### src/rtl/seg7_capture_pkg.sv
// Shared constants for the seven-segment scan capture block: glyph table,
// idle line levels, digit count and the enable-pattern classifier.
package seg7_capture_pkg;

  localparam int NUM_DIGITS = 8;
  localparam logic [6:0] SEG_IDLE = 7'h7F;
  localparam logic [7:0] EN_IDLE  = 8'hFF;

  // Active-high gfedcba, entry i is the glyph for hex digit i.
  localparam logic [15:0][6:0] GLYPH = {
    7'h71, 7'h79, 7'h5E, 7'h39, 7'h7C, 7'h77, 7'h6F, 7'h7F,
    7'h07, 7'h7D, 7'h6D, 7'h66, 7'h4F, 7'h5B, 7'h06, 7'h3F
  };

  typedef enum logic [1:0] {
    EN_BLANK,
    EN_ONE,
    EN_MULTI
  } en_class_e;

  typedef struct packed {
    en_class_e  cls;
    logic [2:0] idx;
  } en_info_t;

  function automatic en_info_t classify_en(input logic [NUM_DIGITS-1:0] en);
    en_info_t    r;
    int unsigned zeros;
    r.idx = '0;
    zeros = 0;
    for (int i = 0; i < NUM_DIGITS; i++) begin
      if (!en[i]) begin
        zeros++;
        r.idx = 3'(i);
      end
    end
    if (zeros == 0)      r.cls = EN_BLANK;
    else if (zeros == 1) r.cls = EN_ONE;
    else                 r.cls = EN_MULTI;
    return r;
  endfunction

endpackage

### src/rtl/seg7_glyph_decode.sv
// Combinational glyph-to-nibble lookup for active-low segment lines.
import seg7_capture_pkg::*;

module seg7_glyph_decode (
  input  logic [6:0] seg,
  output logic [3:0] nibble,
  output logic       hit
);

  always_comb begin
    nibble = '0;
    hit    = 1'b0;
    for (int i = 0; i < 16; i++) begin
      if (~seg == GLYPH[i]) begin
        nibble = 4'(i);
        hit    = 1'b1;
      end
    end
  end

endmodule

### src/rtl/seg7_scan_capture.sv
// Samples a multiplexed 7-seg scan, debounces each digit and reassembles the
// 32-bit displayed word. Define SEG7_CAPTURE_CHECK_EN for the sticky Error flag.
import seg7_capture_pkg::*;

module seg7_scan_capture #(
  parameter int SETTLE_CYCLES = 4
) (
  input  logic                  Clk,
  input  logic                  Reset,
  input  logic [6:0]            out7,
  input  logic [NUM_DIGITS-1:0] en_out,
  output logic [31:0]           Value,
  output logic                  Valid,
  output logic [NUM_DIGITS-1:0] DigitMask,
  output logic                  Error
);

  localparam logic [7:0] SETTLE = 8'(SETTLE_CYCLES);

  logic [6:0]                  s_seg;
  logic [NUM_DIGITS-1:0]       s_en;
  logic [7:0]                  stab_cnt;
  logic [NUM_DIGITS-1:0][3:0]  slots, slots_next;
  logic [NUM_DIGITS-1:0]       slot_we, mask_next;
  logic [3:0]                  nib;
  logic                        hit;
  logic                        same, capture, frame_done;
  en_info_t                    en_info;

  assign same    = (out7 == s_seg) && (en_out == s_en);
  // Fires only on the counter's step into SETTLE, so a held pattern captures once.
  assign capture = same && (stab_cnt == SETTLE - 8'd1);
  assign en_info = classify_en(s_en);

  seg7_glyph_decode u_dec (
    .seg    (s_seg),
    .nibble (nib),
    .hit    (hit)
  );

  always_comb begin
    slots_next = slots;
    slot_we    = '0;
    for (int i = 0; i < NUM_DIGITS; i++) begin
      if (capture && en_info.cls == EN_ONE && hit && en_info.idx == 3'(i)) begin
        slot_we[i]    = 1'b1;
        slots_next[i] = nib;
      end
    end
  end

  assign mask_next  = DigitMask | slot_we;
  assign frame_done = (|slot_we) && (&mask_next);

  always_ff @(posedge Clk) begin
    if (Reset) begin
      s_seg     <= SEG_IDLE;
      s_en      <= EN_IDLE;
      stab_cnt  <= '0;
      slots     <= '0;
      DigitMask <= '0;
      Value     <= '0;
      Valid     <= 1'b0;
    end else begin
      s_seg <= out7;
      s_en  <= en_out;
      if (!same)                 stab_cnt <= '0;
      else if (stab_cnt != SETTLE) stab_cnt <= stab_cnt + 8'd1;
      slots <= slots_next;
      Valid <= frame_done;
      if (frame_done) begin
        Value     <= slots_next;
        DigitMask <= '0;
      end else begin
        DigitMask <= mask_next;
      end
    end
  end

`ifdef SEG7_CAPTURE_CHECK_EN
  logic err_evt;
  assign err_evt = capture &&
                   (en_info.cls == EN_MULTI || (en_info.cls == EN_ONE && !hit));

  always_ff @(posedge Clk) begin
    if (Reset)        Error <= 1'b0;
    else if (err_evt) Error <= 1'b1;
  end
`else
  assign Error = 1'b0;
`endif

endmodule

### config.mk
export PLATFORM = sky130hd
export DESIGN_NAME = seg7_scan_capture
export DESIGN_NICKNAME = d
export VERILOG_FILES = /design/src/rtl/seg7_capture_pkg.sv /design/src/rtl/seg7_glyph_decode.sv /design/src/rtl/seg7_scan_capture.sv
export SDC_FILE = /design/constraint.sdc
export NUM_CORES = 1
export LEC_CHECK = 0
export ABC_AREA = 1
export BUFFER_PORTS_ARGS = -buffer_cell sky130_fd_sc_hd__buf_2
export CORE_UTILIZATION = 53
export DETAILED_ROUTE_END_ITERATION = 6
export PLACE_DENSITY = 0.73
export SLEW_MARGIN = 40
export SYNTH_ARGS = -nofsm -noshare
export SYNTH_HDL_FRONTEND = slang
export SYNTH_HIERARCHICAL = 1
export SYNTH_SLANG_ARGS = --single-unit
### constraint.sdc
create_clock -name Clk -period 13.4 [get_ports Clk]
set_input_delay 2.68 -clock Clk [delete_from_list [all_inputs] [get_ports Clk]]
set_output_delay 2.68 -clock Clk [all_outputs]
set_load 0.01 [all_outputs]
==> metrics.txt <==
# TYPE chip_impl_metric gauge
chip_impl_metric{name="gp_routability_congestion",unit=""} 0.9454
chip_impl_metric{name="floorplan.io_pins",unit=""} 59
chip_impl_metric{name="detailroute.via_count",unit=""} 4654
chip_impl_info{name="worst_path_max_delay_cell",value="sky130_fd_sc_hd__nand2_4"} 1
chip_impl_metric{name="cts.hold.buffers_added",unit=""} 0
chip_impl_metric{name="synth_warnings",unit=""} 6
chip_impl_metric{name="grtUsageTotal",unit="%"} 23.10
chip_impl_metric{name="num-fill-cells",unit=""} 861
chip_impl_metric{name="cp_data_required_time",unit="ps"} 13640
chip_impl_metric{name="ir_worst_vdd",unit="V"} 0.00006783
chip_impl_metric{name="setup_violations",unit=""} 0
chip_impl_metric{name="fin_total_pwr",unit="mW"} 0.5480
chip_impl_metric{name="fmaxAchievable",unit="MHz"} 169.8
chip_impl_metric{name="ys_seq_area_share",unit="%"} 36.77
chip_impl_metric{name="antenna_cells",unit=""} 0
chip_impl_metric{name="setup_tns",unit="ps"} 0
chip_impl_metric{name="synth_edf_count",unit=""} 0
chip_impl_metric{name="grt.met3_usage",unit="%"} 4.693
chip_impl_info{name="root_buffer",value="sky130_fd_sc_hd__clkbuf_8"} 1
chip_impl_metric{name="max_stage_delay",unit="ps"} 420
chip_impl_metric{name="place_hpwl",unit="um"} 8385
chip_impl_metric{name="fin_ws",unit="ps"} 7509
chip_impl_info{name="cts_tree",value="done"} 1
chip_impl_metric{name="hold_violations",unit=""} 0
chip_impl_info{name="grt_setup_unrepaired",value="no"} 1
chip_impl_metric{name="synth_largest_type_area_fraction",unit="%"} 36.77
chip_impl_metric{name="finalHoldWorstSlack",unit="ps"} 461.9
chip_impl_info{name="crit_path_frequent_cell",value="sky130_fd_sc_hd__nand2_1"} 1
chip_impl_metric{name="slew-limit-headroom",unit="%"} 57.72
chip_impl_metric{name="globalRouteOverflowTotal",unit=""} 0
chip_impl_metric{name="route.antenna.remaining_nets",unit=""} 0
chip_impl_metric{name="grt_pass1_wl",unit="um"} 18970
chip_impl_metric{name="drt_iter0_markers",unit=""} 234
chip_impl_metric{name="cts_resized",unit=""} 0
chip_impl_metric{name="layout.core_utilization",unit="%"} 61.10
chip_impl_metric{name="timing.final.max_slew_violations",unit=""} 0
chip_impl_metric{name="route.detailed.vias_per_inst",unit=""} 5.154
chip_impl_info{name="synth_common_cells",value="sky130_fd_sc_hd__nand2_1 (158), sky130_fd_sc_hd__inv_1 (103), sky130_fd_sc_hd__dfxtp_1 (96)"} 1
chip_impl_info{name="class_of_the_tightest_hold_or_removal_check",value="reg -> reg"} 1
chip_impl_metric{name="clkLatencyLatePin",unit="ps"} 360
chip_impl_metric{name="post_synth_inst_count",unit=""} 727
chip_impl_metric{name="cts_setup_buffers",unit=""} 0
chip_impl_metric{name="ff_latch_area",unit="mm2"} 0.001922
chip_impl_info{name="startpoint_type_of_the_worst_setup_path",value="flop"} 1
chip_impl_metric{name="die_area",unit="mm2"} 0.01026
chip_impl_metric{name="detail_route.wl_per_cell",unit="um"} 12.26
chip_impl_metric{name="grt_start_max_net_pins",unit=""} 68
chip_impl_metric{name="critical_path_arrival",unit="ps"} 6130
chip_impl_metric{name="synthesis.area",unit="mm2"} 0.005226
chip_impl_metric{name="multi_input_comb_area",unit="mm2"} 0.002704
chip_impl_metric{name="worst_clock_skew",unit="ps"} 19.38
chip_impl_metric{name="port-buffer-count",unit=""} 57
chip_impl_info{name="netlist_top_cells_area",value="sky130_fd_sc_hd__dfxtp_1 (37%), sky130_fd_sc_hd__nand2_1 (11%), sky130_fd_sc_hd__nand4_1 (7.4%), sky130_fd_sc_hd__inv_1 (7.4%), sky130_fd_sc_hd__nand3_2 (6.3%)"} 1
chip_impl_metric{name="rows",unit=""} 35
chip_impl_info{name="grt-busiest-layer",value="met2"} 1
chip_impl_info{name="critical_path_class",value="reg -> reg"} 1
chip_impl_metric{name="timing_worst_slew_pin_value",unit="ps"} 633.5
chip_impl_metric{name="fp.coreArea",unit="mm2"} 0.009415
chip_impl_metric{name="h-tree-depth",unit=""} 3
chip_impl_info{name="status",value="finished clean"} 1
chip_impl_metric{name="areaGrowthSynthToFinish",unit="%"} 10.08
chip_impl_metric{name="synthesis.nets",unit=""} 753
chip_impl_metric{name="initial_antenna_violation_count",unit=""} 0
chip_impl_info{name="yosysMostFrequentCell",value="sky130_fd_sc_hd__nand2_1"} 1
chip_impl_metric{name="globalRouteMet1Util",unit="%"} 29.10
chip_impl_metric{name="final.min_clock_period",unit="ps"} 5891
chip_impl_metric{name="post-place-cells",unit=""} 886
chip_impl_info{name="kind_of_end_point_of_the_critical_path",value="flop"} 1
chip_impl_metric{name="fp.dieH",unit="um"} 101.3
chip_impl_metric{name="finalNetCount",unit=""} 795
chip_impl_metric{name="postSynthRegisterBits",unit=""} 96
chip_impl_metric{name="period_share",unit="%"} 43.96
chip_impl_metric{name="largest_driver_fanout_on_the_critical_path",unit=""} 34
chip_impl_metric{name="number_of_buffers_added_by_the_clock_tree_synthesis_step",unit=""} 9
chip_impl_metric{name="layout-drive-gt1-share",unit="%"} 21.58
chip_impl_metric{name="post_layout_nonfiller_instances",unit=""} 903
chip_impl_metric{name="die_x",unit="um"} 101.3
chip_impl_metric{name="avgSynthCellArea",unit="um2"} 7.189
chip_impl_metric{name="grt_pass1_vias",unit=""} 4290
chip_impl_metric{name="drv.max_cap_violation_count",unit=""} 0
chip_impl_metric{name="dpl_cell_area",unit="mm2"} 0.005514
chip_impl_metric{name="clock_path_buffers",unit=""} 2
chip_impl_metric{name="pre_cts_setup_slack",unit="ps"} 7536
chip_impl_metric{name="clock_sink_count",unit=""} 96
chip_impl_metric{name="synth.distinct_cells",unit=""} 36
chip_impl_metric{name="detail_route.drc_violations",unit=""} 0
chip_impl_info{name="synth_top_cell_by_area",value="sky130_fd_sc_hd__dfxtp_1"} 1
chip_impl_metric{name="stdcell_area",unit="mm2"} 0.005753
chip_impl_metric{name="met2_usage",unit="%"} 39.51
chip_impl_metric{name="clk_transition_reported_paths",unit="ps"} 100
chip_impl_metric{name="detail_route.wirelength",unit="um"} 11070
chip_impl_metric{name="firstDrtPassIters",unit=""} 6
chip_impl_metric{name="power.static_leakage",unit="nW"} 2.965
chip_impl_metric{name="power.density",unit="mW/mm2"} 95.25
chip_impl_metric{name="floorplan.initialDensity",unit="%"} 55.51
chip_impl_info{name="synth-main-ff-cell",value="sky130_fd_sc_hd__dfxtp_1"} 1
chip_impl_metric{name="async_set_reset_flop_share_out_of_synthesis",unit="%"} 0
## sequential cells by signal, indices dropped and copies added (netlist names)
name       flops
s_en           8
s_seg          7
Value         32
slots         32
DigitMask      8
Valid          1
stab_cnt       8
## power breakdown
part	switching (mW)	leakage (nW)	internal (mW)
Clock	0.107	0.111	0.0954
Sequential	0.00436	0.777	0.288
Combinational	0.0353	2.08	0.0185
## critical path, delay by kind of cell (launching register included)
| family | cells | cell delay [ps] |
|---|---|---|
| AND/OR/NAND/NOR | 21 | 3450 |
| adder cells (fa/ha/maj) | 6 | 1590 |
| flip-flops | 1 | 390 |
| buffers and inverters | 6 | 320 |
## cells in the final DEF (no fill, tap or decap), drive strengths merged, types with 9 or more instances in the layout
master  synthesis  routed
nand2         176     176
inv           111     114
dfxtp          96      96
nor2           74      74
nand3          73      73
nand4          62      62
buf            19      61
o21ai          23      23
a21oi          22      22
or2            20      20
xnor2          17      17
clkbuf         11      10
ha              9       9
## path summary, 6_finish.rpt
kind	start	endpoint	slack, ps	depth (start not counted)
setup / recovery	s_en[0]	DigitMask[6]	7510	33
hold / removal	Value[31]	Value[31]	460	2
setup reg to reg	s_en[0]	DigitMask[6]	7510	33
hold reg to reg	Value[31]	Value[31]	460	2
## logic make-up (layout without fill, tap and decap cells)
kind of cell             Yosys count  count (layout)  share of synthesized area (%)
AO/OA/AOI/OAI                     47              47                          4.669
XOR/XNOR                          19              19                          3.184
adder cells (fa/ha/maj)            9               9                          2.155
buffers and inverters            141             188                          11.49
flip-flops                        96              96                          36.77
other                              1               1                        0.07175
AND/OR/NAND/NOR                  414             414                          41.66
## layer usage
metal	wire length, um	up-vias
met5	0	-
met4	152	0
met3	627	18
met2	5274	136
met1	5015	2085
li1	-	2415
## cell type report
type	count	area share, %
clock inverters	6	1.414
repair buffers	61	5.698
clock buffers	10	2.392
multi-input cells	490	47.00
flip-flops and latches	96	33.41
inverters	111	7.286
well taps	129	2.806
(Power assumes the default switching activity.)
